<file path="src/rtl/mem_ctrl_pkg.sv">
// mem_ctrl_pkg
//   Shared type for the mem_ctrl request/response sequencer.
//   state_t enumerates the controller FSM:
//     IDLE    - waiting for a client request
//     WR      - write strobe on the RAM port
//     RD_REQ  - read strobe on the RAM port
//     RD_WAIT - RAM output register loading
//     RD_CAP  - RAM douta valid, captured on the next edge
package mem_ctrl_pkg;

  typedef enum logic [2:0] {
    IDLE    = 3'd0,
    WR      = 3'd1,
    RD_REQ  = 3'd2,
    RD_WAIT = 3'd3,
    RD_CAP  = 3'd4
  } state_t;

endpackage

</file>
<file path="src/rtl/mem_ctrl.sv">
// mem_ctrl
//   Sequencer between a single-request client and a read-first block RAM
//   with 2-cycle read latency. One request is in flight at a time; requests
//   arriving while busy are dropped. Write wins over a simultaneous read.
//   Ports:
//     clk_i, rst_i        - clock, asynchronous active-high reset
//     cntlr_rd_i          - read request pulse, with cntlr_raddr_i
//     cntlr_rd_data_o     - read data, held until the next read completes
//     cntlr_rd_valid_o    - one-cycle pulse when cntlr_rd_data_o updates
//     cntlr_wr_i          - write request pulse, with cntlr_waddr_i/_wr_data_i
//     cntlr_wr_done_o     - one-cycle pulse once the write is committed
//     mem_rd_o, mem_wr_o  - RAM read strobe / write enable (ena = rd | wr)
//     mem_addr_o          - RAM address, holds its value while idle
//     mem_wr_data_o       - RAM write data, holds its value while idle
//     mem_rd_data_i       - RAM douta
//   Every output is a register; the combinational block computes their
//   next values together with the next state.
module mem_ctrl
  import mem_ctrl_pkg::*;
#(
  parameter int RAM_WIDTH = 8,
  parameter int RAM_DEPTH = 8,
  localparam int ADDR_W   = (RAM_DEPTH > 1) ? $clog2(RAM_DEPTH) : 1
) (
  input  logic                 clk_i,
  input  logic                 rst_i,
  input  logic                 cntlr_rd_i,
  input  logic [ADDR_W-1:0]    cntlr_raddr_i,
  output logic [RAM_WIDTH-1:0] cntlr_rd_data_o,
  output logic                 cntlr_rd_valid_o,
  input  logic                 cntlr_wr_i,
  input  logic [ADDR_W-1:0]    cntlr_waddr_i,
  input  logic [RAM_WIDTH-1:0] cntlr_wr_data_i,
  output logic                 cntlr_wr_done_o,
  output logic                 mem_rd_o,
  output logic                 mem_wr_o,
  output logic [ADDR_W-1:0]    mem_addr_o,
  output logic [RAM_WIDTH-1:0] mem_wr_data_o,
  input  logic [RAM_WIDTH-1:0] mem_rd_data_i
);

  state_t               state, state_nxt;
  logic                 mem_rd_nxt, mem_wr_nxt;
  logic [ADDR_W-1:0]    mem_addr_nxt;
  logic [RAM_WIDTH-1:0] mem_wr_data_nxt;
  logic [RAM_WIDTH-1:0] rd_data_nxt;
  logic                 rd_valid_nxt, wr_done_nxt;

  always_ff @(posedge clk_i or posedge rst_i) begin
    if (rst_i) begin
      state <= IDLE;
    end else begin
      state <= state_nxt;
    end
  end

  // Strobes are set on the edge that accepts the request, so they are high
  // exactly while the FSM sits in WR / RD_REQ.
  always_comb begin
    state_nxt       = state;
    mem_rd_nxt      = 1'b0;
    mem_wr_nxt      = 1'b0;
    mem_addr_nxt    = mem_addr_o;
    mem_wr_data_nxt = mem_wr_data_o;
    rd_data_nxt     = cntlr_rd_data_o;
    rd_valid_nxt    = 1'b0;
    wr_done_nxt     = 1'b0;

    unique case (state)
      IDLE: begin
        if (cntlr_wr_i) begin
          mem_addr_nxt    = cntlr_waddr_i;
          mem_wr_data_nxt = cntlr_wr_data_i;
          mem_wr_nxt      = 1'b1;
          state_nxt       = WR;
        end else if (cntlr_rd_i) begin
          mem_addr_nxt = cntlr_raddr_i;
          mem_rd_nxt   = 1'b1;
          state_nxt    = RD_REQ;
        end
      end
      WR: begin
        // RAM commits on this edge.
        wr_done_nxt = 1'b1;
        state_nxt   = IDLE;
      end
      RD_REQ: begin
        // RAM array is read on this edge.
        state_nxt = RD_WAIT;
      end
      RD_WAIT: begin
        // RAM output register loads on this edge.
        state_nxt = RD_CAP;
      end
      RD_CAP: begin
        rd_data_nxt  = mem_rd_data_i;
        rd_valid_nxt = 1'b1;
        state_nxt    = IDLE;
      end
      default: begin
        state_nxt = IDLE;
      end
    endcase
  end

  always_ff @(posedge clk_i or posedge rst_i) begin
    if (rst_i) begin
      mem_rd_o         <= 1'b0;
      mem_wr_o         <= 1'b0;
      mem_addr_o       <= '0;
      mem_wr_data_o    <= '0;
      cntlr_rd_data_o  <= '0;
      cntlr_rd_valid_o <= 1'b0;
      cntlr_wr_done_o  <= 1'b0;
    end else begin
      mem_rd_o         <= mem_rd_nxt;
      mem_wr_o         <= mem_wr_nxt;
      mem_addr_o       <= mem_addr_nxt;
      mem_wr_data_o    <= mem_wr_data_nxt;
      cntlr_rd_data_o  <= rd_data_nxt;
      cntlr_rd_valid_o <= rd_valid_nxt;
      cntlr_wr_done_o  <= wr_done_nxt;
    end
  end

endmodule

</file>
<file path="config.mk">
export PLATFORM = sky130hd
export DESIGN_NAME = mem_ctrl
export DESIGN_NICKNAME = d
export VERILOG_FILES = /design/src/rtl/mem_ctrl_pkg.sv /design/src/rtl/mem_ctrl.sv
export SDC_FILE = /design/constraint.sdc
export NUM_CORES = 1
export LEC_CHECK = 0
export ABC_AREA = 1
export BUFFER_PORTS_ARGS = -buffer_cell sky130_fd_sc_hd__buf_2
export CORE_UTILIZATION = 41
export CTS_CLUSTER_DIAMETER = 40
export DETAILED_ROUTE_END_ITERATION = 10
export GPL_TIMING_DRIVEN = 0
export PLACE_DENSITY = 0.74
export REMOVE_ABC_BUFFERS = 1
export SYNTH_ARGS = -nofsm -noshare
export SYNTH_HDL_FRONTEND = slang
export SYNTH_SLANG_ARGS = --single-unit
</file>
<file path="constraint.sdc">
create_clock -name clk_i -period 1.55 [get_ports clk_i]
set_clock_uncertainty 0.15 [all_clocks]
set_input_delay 0.3875 -clock clk_i [delete_from_list [all_inputs] [get_ports clk_i]]
set_output_delay 0.3875 -clock clk_i [all_outputs]
set_load 0.02 [all_outputs]
</file>
==> results of run 1 <==
==> path summary, 6_finish.rpt <==
check | from | to | slack [ps] | cells after the start
min reg2reg | mem_wr_data_o[3] | mem_wr_data_o[3] | 330 | 2
max in group asynchronous | rst_i | mem_addr_o[1] | 580 | 2
max | mem_wr_data_o[4] | mem_wr_data_o[4] | 120 | 1
min | rst_i | cntlr_rd_data_o[5] | 110 | 2
min in group clk_i | mem_rd_data_i[0] | cntlr_rd_data_o[0] | 120 | 3
max reg2reg | state[1] | cntlr_rd_data_o[6] | 180 | 5
==> synthesized netlist by cell type <==
master / n / area, um2
buf_2: 1 / 5.00
nand3_4: 2 / 35.0
nor2_4: 1 / 11.3
inv_2: 3 / 11.3
dfrtp_1: 26 / 651
buf_4: 1 / 7.51
nor2_1: 1 / 3.75
nand2_1: 58 / 218
nor3_1: 3 / 15.0
a21oi_1: 2 / 10.0
nand4_1: 8 / 50.1
inv_1: 5 / 18.8
nand3_1: 4 / 20.0
==> registers in the layout (all words and copies together) (netlist names) <==
register / cells
state: 3
cntlr_rd_valid_o: 1
mem_rd_o: 1
cntlr_wr_done_o: 1
mem_addr_o: 3
mem_wr_o: 1
mem_wr_data_o: 8
cntlr_rd_data_o: 8
==> cells in the final DEF (no fill, tap or decap), drive strengths merged <==
master and instances:
nand2 58, buf 48, dfrtp 26, nand4 8, inv 8, nand3 6, clkbuf 4, nor3 3
a21oi 2, nor2 2
==> per-stage QoR <==
| stage | hold WS [ps] | setup slack [ps] | instances | area [um2] |
|---|---|---|---|---|
| CTS | 106 | 112 | 195 | 1360 |
| detailed placement | 305 | 109 | 191 | 1320 |
| global route | 109 | 83.1 | 195 | 1360 |
| floorplan | 278 | 359 | 113 | 1040 |
| global placement | 301 | 168 | 191 | 1320 |
| finish | 108 | 124 | 195 | 1360 |
==> layout make-up <==
cell class / instances / area (um2) / share of cell area (%)
flip-flops and latches: 26 / 651 / 47.9
multi-input cells: 79 / 363 / 26.7
repair buffers: 48 / 240 / 17.7
well taps: 30 / 37.5 / 2.76
clock buffers: 4 / 36.3 / 2.67
inverters: 8 / 30.0 / 2.21
==> power by group through the flow <==
stage               Sequential, mW  Combinational (mW)  Clock [mW]
finish                        1.15                1.25       0.330
global route                  1.19                1.39       0.365
CTS                           1.15                1.27       0.346
detailed placement            1.16                1.27           0
global placement              1.14                1.23           0
floorplan                     1.50               0.493           0
==> layer usage <==
metal  vias up  global-route usage (%)  part of all wire [%]
met5         -                       0                     0
met4         0                    6.58                     0
met3         0                    2.61                   6.6
met2        41                    28.7                    49
met1       414                    20.4                    44
li1        466                       -                     -
==> logic make-up after synthesis <==
family	count (synthesis)	synth area share, %
compound gates	2	0.948
buf+inv	10	4.03
flops	26	61.6
simple gates	77	33.4
==> impl_metrics.toml, run 1 <==
[power]
peakVddDrop_mv = 0.989
combPwrFrac_pct = 45.8
power_frac_seq_pct = 42.1
p_leak_nw = 0.801
intPower_mw = 1.53
total_power_mw = 2.74
power.density_nw_per_um2 = 2020
p_clk_share_pct = 12.1
p_sw_share_pct = 44.2
p_sw_mw = 1.21

[clock_tree]
path_clk_slew_ps = 130
clkLatencyLatePin_ps = 310
cts_buffers = 3
cts_buffer_depth = 2
cts_root_buf = "clkbuf_4"
cts_tree = "built"
cts_resized = 0
cts_setup_buffers = 0
clock_sinks = 26
hold_buffers = 0
htreeDepth = 1

[critical_path]
path_buf_inv = 1
start_kind = "register"
endpoint_kind = "output port"
worstPathCellList = "buf_2"
slowest_delay_ps = 420
worstPathArrival_ps = 890
cp_max_fo = 2
path_class = "reg -> out"
critPathSlowestCell = "dfrtp_1"
path_delay_family = "flip-flops"
crit_required_ps = 1010

[outcome]
outcome = "finished clean"

[final_layout]
final_util_pct = 55.3
diodes = 0
area_growth_pct = 28.6
nets = 192
drive_above_1_share_pct = 35.2
nFillCells = 216

[sta]
hold_viol = 0
fin_crit_ps = 1430
drv_slew = 0
worstMarginPinSlew_ps = 931
grt_setup_unrepaired = "no"
min_period_over_period_pct = 92.0
setup_viol = 0
setup_tns_ps = 0
clock.fmax_mhz = 701
slew_headroom_pct = 37.9

[yosys]
synth_cells = 115
synth-seq-cells = 26
synth.cell_area_um2 = 1060
ys_types = 13
ys_seq_area_share_pct = 61.6
yosysWarningCount = 0
avgSynthCellArea_um2 = 9.18

[floorplan]
rows = 18
fp.dieW_um = 52.8
dieArea_um2 = 2780
start_util_pct = 43.0
chipHeight_um = 52.8
ioPinCount = 49
core_um2 = 2450

[placement]
io_buffer_count = 48
place_congestion = 0.738
hpwlAfterDp_um = 1610

[detailed_routing]
viasPerCell = 4.72
drt_iter0_drc = 16
wirelength_um = 2160
first_pass_iters = 5
drc = 0
routedWlPerCell_um = 11.1
route.vias.total = 921
ant_nets = 0

[global_routing]
grtUsageTotal_pct = 16.6
grt_pass1_wl_um = 3290
grt_max_degree = 27
overflow = 0
grt_pass1_vias = 796
antenna_found_initial = 0

[min_path]
worstHoldPathType = "in -> async"

[job]
cap_violations = 0
No activity file was read; power rests on OpenSTA's default activity.
==> run 2, diff against run 1 <==
--- a/config.mk
+++ b/config.mk
@@ -7,11 +7,11 @@
 export LEC_CHECK = 0
 export ABC_AREA = 1
 export BUFFER_PORTS_ARGS = -buffer_cell sky130_fd_sc_hd__buf_2
-export CORE_UTILIZATION = 41
+export CORE_UTILIZATION = 40
 export CTS_CLUSTER_DIAMETER = 40
 export DETAILED_ROUTE_END_ITERATION = 10
 export GPL_TIMING_DRIVEN = 0
-export PLACE_DENSITY = 0.74
+export PLACE_DENSITY = 0.75
 export REMOVE_ABC_BUFFERS = 1
 export SYNTH_ARGS = -nofsm -noshare
 export SYNTH_HDL_FRONTEND = slang
==> constraint.sdc (replaced) <==
create_clock -name clk_i -period 1.3 [get_ports clk_i]
set_clock_uncertainty 0.15 [all_clocks]
set_input_delay 0.325 -clock clk_i [delete_from_list [all_inputs] [get_ports clk_i]]
set_output_delay 0.325 -clock clk_i [all_outputs]
set_load 0.02 [all_outputs]
==> impl_metrics.toml, run 2 (synthesis results as in run 1) <==
[outcome]
outcome = "finished, violations left"
violations = "negative setup slack"

[final_layout]
final_cell_mix = "58 x nand2_1, 25 x buf_2, 24 x dfrtp_1, 24 x buf_6, 8 x nand4_1"
multiInputGateArea_um2 = 370
fin_area_um2 = 1550
final_common_cell = "nand2_1"
seqCellArea_um2 = 653
nets = 198
area_growth_pct = 47.2
diodes = 0
reg_top3 = "cntlr_rd_data_o (8), mem_wr_data_o (8)"
final_cells = 200
nFillCells = 218
drive_above_1_share_pct = 40.0

[clock_tree]
path_clk_slew_ps = 120
clock_sinks = 26
cts_buffer_depth = 2
clkLatencyLatePin_ps = 300
cts_tree = "built"
cts_buffers = 3
hold_buffers = 0
cts_root_buf = "clkbuf_4"
htreeDepth = 1

[critical_path]
slowest_delay_ps = 430
crit_start = "mem_wr_data_o[4]"
path_buf_inv = 1
path_delay_family = "flip-flops"
r2r_slack_ps = 40
worstPathArrival_ps = 870
worstPathCellList = "buf_6"
cp_max_fo = 2
start_kind = "register"
endpoint_kind = "output port"
r2r_start = "state[2]"
critPathSlowestCell = "dfrtp_1"
path_class = "reg -> out"
crit_required_ps = 820

[detailed_routing]
drt_iter0_drc = 10
drc = 0
ant_nets = 0
viasPerCell = 4.74
route.vias.total = 947
first_pass_iters = 6
wirelength_um = 2350
routedWlPerCell_um = 11.7

[global_routing]
grt_max_degree = 27
antenna_found_initial = 0
grt_pass1_wl_um = 3680
grtUsageTotal_pct = 18.2
overflow = 0
grt_pass1_vias = 877

[floorplan]
rows = 18
dieArea_um2 = 2850
start_util_pct = 42.6
chipHeight_um = 53.4
core_um2 = 2480
ioPinCount = 49
fp.dieW_um = 53.4

[sta]
fin_crit_ps = 1350
slew_headroom_pct = 36.7
setup_viol = 22
setup_ws_ps = -46.8
worstMarginPinSlew_ps = 948
hold_viol = 0
grt_setup_unrepaired = "yes"
clock.fmax_mhz = 743
drv_slew = 0
min_period_over_period_pct = 104
setup_tns_ps = -537

[power]
peakVddDrop_mv = 1.43
power.density_nw_per_um2 = 2470
p_leak_nw = 0.861

[placement]
dp_slack_ps = -69.6
io_buffer_count = 48
place_congestion = 0.671
placed_area_um2 = 1320
hpwlAfterDp_um = 1610
dp_cells = 191

[min_path]
hp-start = "mem_rd_data_i[4]"
worstHoldPathType = "in -> reg"

[job]
cap_violations = 0
==> run 2: changes by cell type in the layout (fill, tap and decap cells not counted), moves of 2 or more <==
cell     change
buf_2       -23
dfrtp_1      -2
buf_6       +24
buf_4        +5
dfrtp_2      +2
==> run 2: final timing paths <==
check | depth (start not counted) | to
worst max-delay path | 1 | mem_wr_data_o[4]
worst min-delay path | 3 | cntlr_rd_data_o[4]
worst max register to register | 4 | mem_wr_data_o[2]
worst min register to register | 2 | mem_wr_data_o[0]
max in group asynchronous | 2 | state[1]
min in group asynchronous | 2 | cntlr_rd_data_o[4]
==> run 2: metrics by stage <==
stage | total power [mW] | hold WS, ps | util [%]
floorplan | 2.38 | 215 | -
global placement | 2.84 | 299 | 53.3
detailed placement | 2.90 | 307 | 53.3
CTS | 3.78 | 54.2 | 61.6
global route | 4.10 | 49.4 | 62.7
finish | 3.83 | 60.8 | 62.7
==> run 2: repair_timing <==
| action | 4_1_cts | 5_1_grt |
|---|---|---|
| buffers inserted | 4 | 2 |
| setup endpoints to repair | 42 | 40 |
| gates resized for setup | 49 | 6 |
| pin swaps | 1 | 2 |
==> run 2: area by class of cell <==
type | count | share of cell area, %
clock buffer | 3 | 1.45
tap | 30 | 2.42
timing repair buffer | 54 | 27.9
multi-input combinational | 79 | 23.8
sequential | 26 | 42.0
inverter | 8 | 2.42
==> run 2: power by group <==
part | switching, mW | internal, mW | leakage, nW
clock network | 0.208 | 0.108 | 0.0138
logic | 1.08 | 0.979 | 0.525
registers | 0.280 | 1.18 | 0.323
total | 1.57 | 2.26 | 0.861
==> run 2: routing by layer <==
layer  wire, um  global-route usage (%)  vias up  share of wire [%]
met1        999                    20.7      427                 43
met4          0                    5.26        0                  0
li1           -                       -      477                  -
met3        159                    3.16        0                6.8
met2       1190                    34.0       43                 51
met5          0                       0        -                  0
==> run 3, diff against run 2 <==
--- a/config.mk
+++ b/config.mk
@@ -5,13 +5,12 @@
 export SDC_FILE = /design/constraint.sdc
 export NUM_CORES = 1
 export LEC_CHECK = 0
-export ABC_AREA = 1
 export BUFFER_PORTS_ARGS = -buffer_cell sky130_fd_sc_hd__buf_2
 export CORE_UTILIZATION = 40
 export CTS_CLUSTER_DIAMETER = 40
 export DETAILED_ROUTE_END_ITERATION = 10
 export GPL_TIMING_DRIVEN = 0
-export PLACE_DENSITY = 0.75
+export PLACE_DENSITY = 0.76
 export REMOVE_ABC_BUFFERS = 1
 export SYNTH_ARGS = -nofsm -noshare
 export SYNTH_HDL_FRONTEND = slang
==> impl_metrics.toml, run 3 <==
[critical_path]
reg2reg_depth = 3
r2r_slack_ps = -220
timing.rr.end = "mem_wr_data_o[3]"
cp_max_fo = 5
slowest_delay_ps = 460
worstPathCellList = "nor3_4 -> and2_4 -> mux2_2"
endpoint_kind = "register"
path_class = "reg -> reg"
worstPathArrival_ps = 1590
crit_required_ps = 1360
path_depth = 3
start_kind = "register"
path_buf_inv = 0
r2r_start = "state[2]"
path_delay_family = "simple AND/OR/NAND/NOR gates"
critPathSlowestCell = "dfrtp_2"

[yosys]
synth-compound-area-share_pct = 1.00
synth_edf_count = 0
yosys.cell_count.top_type = "dfrtp_1"
yosysWarningCount = 0
synth_top_area_share_pct = 65.1
ys_seq_area_share_pct = 65.1
synth_adder_area_share_pct = 0
synth.cell_area_um2 = 1000
ys_types = 14
synth_cells = 63
synthXorXnorAreaFrac_pct = 0
synthMuxAreaShare_pct = 24.8
synth-simple-area-share_pct = 6.51
synth_common_cells = "26 x dfrtp_1, 22 x mux2_2, 2 x inv_1, 2 x nor3_1, 2 x nor3b_1"
synth_top_family_by_area = "multiplexers"
synth-seq-cells = 26
avgSynthCellArea_um2 = 15.9
ys_top_cells_by_area = "dfrtp_1 65%, mux2_2 25%, nor3b_1 1.5%"
synth_flop_cell = "dfrtp_1"
yosysTopAreaCell = "dfrtp_1"
postSynth.asyncResetShare_pct = 100

[floorplan]
chipHeight_um = 52.0
rows = 17
core_um2 = 2280
start_util_pct = 43.9
ioPinCount = 49
fp.dieW_um = 52.0
dieArea_um2 = 2700

[job]
cap_violations = 0

[power]
p_sw_share_pct = 34.4
power_frac_seq_pct = 35.4
intPower_mw = 2.77
peakVddDrop_mv = 1.44
p_leak_nw = 0.809
p_clk_share_pct = 9.4
p_sw_mw = 1.45
combPwrFrac_pct = 55.2
power.density_nw_per_um2 = 2610

[sta]
grt_setup_unrepaired = "yes"
setup_viol = 42
clock.fmax_mhz = 658
setup_ws_ps = -221
worstMarginPinSlew_ps = 953
drv_slew = 0
slew_headroom_pct = 36.4
min_period_over_period_pct = 117
hold_viol = 0
fin_crit_ps = 1520
setup_tns_ps = -3810

[outcome]
outcome = "finished, violations left"
violations = "negative setup slack"

[final_layout]
nets = 154
fin_area_um2 = 1620
final_common_cell = "buf_2"
area_growth_pct = 61.8
drive_above_1_share_pct = 75.6
final_cell_mix = "25 x buf_2, 23 x dfrtp_1, 23 x buf_6"
reg_top3 = "cntlr_rd_data_o (8), mem_wr_data_o (8)"
diodes = 0

[detailed_routing]
first_pass_iters = 4
routedWlPerCell_um = 14.3
route.vias.total = 749
ant_nets = 0
wirelength_um = 2210
drt_iter0_drc = 13
viasPerCell = 4.83
drc = 0

[clock_tree]
path_clk_slew_ps = 130
clock_sinks = 26
clkLatencyLatePin_ps = 310
cts_buffer_depth = 2
hold_buffers = 0
cts_tree = "built"
htreeDepth = 1
cts_root_buf = "clkbuf_4"
cts_buffers = 3

[placement]
placed_area_um2 = 1260
hpwlAfterDp_um = 1310
io_buffer_count = 48
place_congestion = 0.653

[global_routing]
antenna_found_initial = 0
grt_pass1_vias = 739
grt_max_degree = 27
overflow = 0
grt_pass1_wl_um = 3280
grtUsageTotal_pct = 17.7

[min_path]
worstHoldPathType = "in -> async"
==> run 3: cell count changes after synthesis, moves of 2 or more <==
| cell | previous run | this run |
|---|---|---|
| nor3b_1 | 0 | 2 |
| nand2_1 | 58 | 0 |
| nand3_1 | 4 | 0 |
| inv_1 | 5 | 2 |
| mux2_2 | 0 | 22 |
| inv_2 | 3 | 0 |
| nand3_4 | 2 | 0 |
| nand4_1 | 8 | 0 |
==> run 3: cell families (layout without fill, tap and decap cells) <==
family,count (synthesis),after routing
DFF,26,26
muxes,22,22
AOI/OAI and AO/OA,2,2
and+or+nand+nor,9,10
buffers and inverters,4,67
==> run 3: area by class of cell <==
cell class                 instances  area (um2)
multi-input combinational         34         390
tap                               28        35.0
sequential                        26         654
timing repair buffer              61         494
clock buffer                       4        36.3
inverter                           2        7.51
fill                             169         658
==> run 3: metrics by stage <==
step / setup WS (ps) / hold WS, ps / total power [mW] / instances / util [%]
after floorplan: -523 / 215 / 2.36 / 61 / -
after global placement: -756 / 333 / 2.78 / 137 / 55.2
after detailed placement: -836 / 341 / 2.84 / 137 / 55.2
after CTS: -221 / 67.4 / 4.09 / 151 / 69.2
after global routing: -276 / 52.1 / 4.45 / 155 / 71.1
final: -221 / 56.2 / 4.22 / 155 / 71.1
==> run 3: worst max-delay path by stage <==
stage | start | to | slack, ps
4_1_cts | state[0] | mem_wr_data_o[3] | -220
2_1_floorplan | state[0] | cntlr_rd_data_o[0] | -520
5_1_grt | state[2] | mem_wr_data_o[3] | -280
3_5_place_dp | state[1] | cntlr_rd_data_o[2] | -840
3_3_place_gp | state[0] | cntlr_rd_data_o[5] | -760
6_report | state[2] | mem_wr_data_o[3] | -220
==> run 3: power groups by stage <==
| stage | combinational (mW) | sequential, mW | clock, mW |
|---|---|---|---|
| 4_1_cts | 2.18 | 1.49 | 0.419 |
| 2_1_floorplan | 0.538 | 1.82 | 0 |
| 5_1_grt | 2.47 | 1.53 | 0.455 |
| 3_5_place_dp | 1.44 | 1.40 | 0 |
| 6_report | 2.33 | 1.49 | 0.397 |
| 3_3_place_gp | 1.41 | 1.38 | 0 |
==> run 3: what timing repair did <==
| item | 4_1_cts | 5_1_grt |
|---|---|---|
| pin swaps | 2 | 1 |
| endpoints found under the setup margin | 43 | 42 |
| hold endpoints to repair | 0 | 0 |
| cloned | 1 | 0 |
| resized for setup | 61 | 4 |
| buffers inserted | 9 | 4 |
==> run 3: routing by layer <==
layer  share of wire (%)  wire length, um  GRT usage, %
met4                0.59               13          8.11
met1                  43              943          22.0
met5                   0                0             0
met2                  52             1140          29.7
met3                 5.0              111          2.92
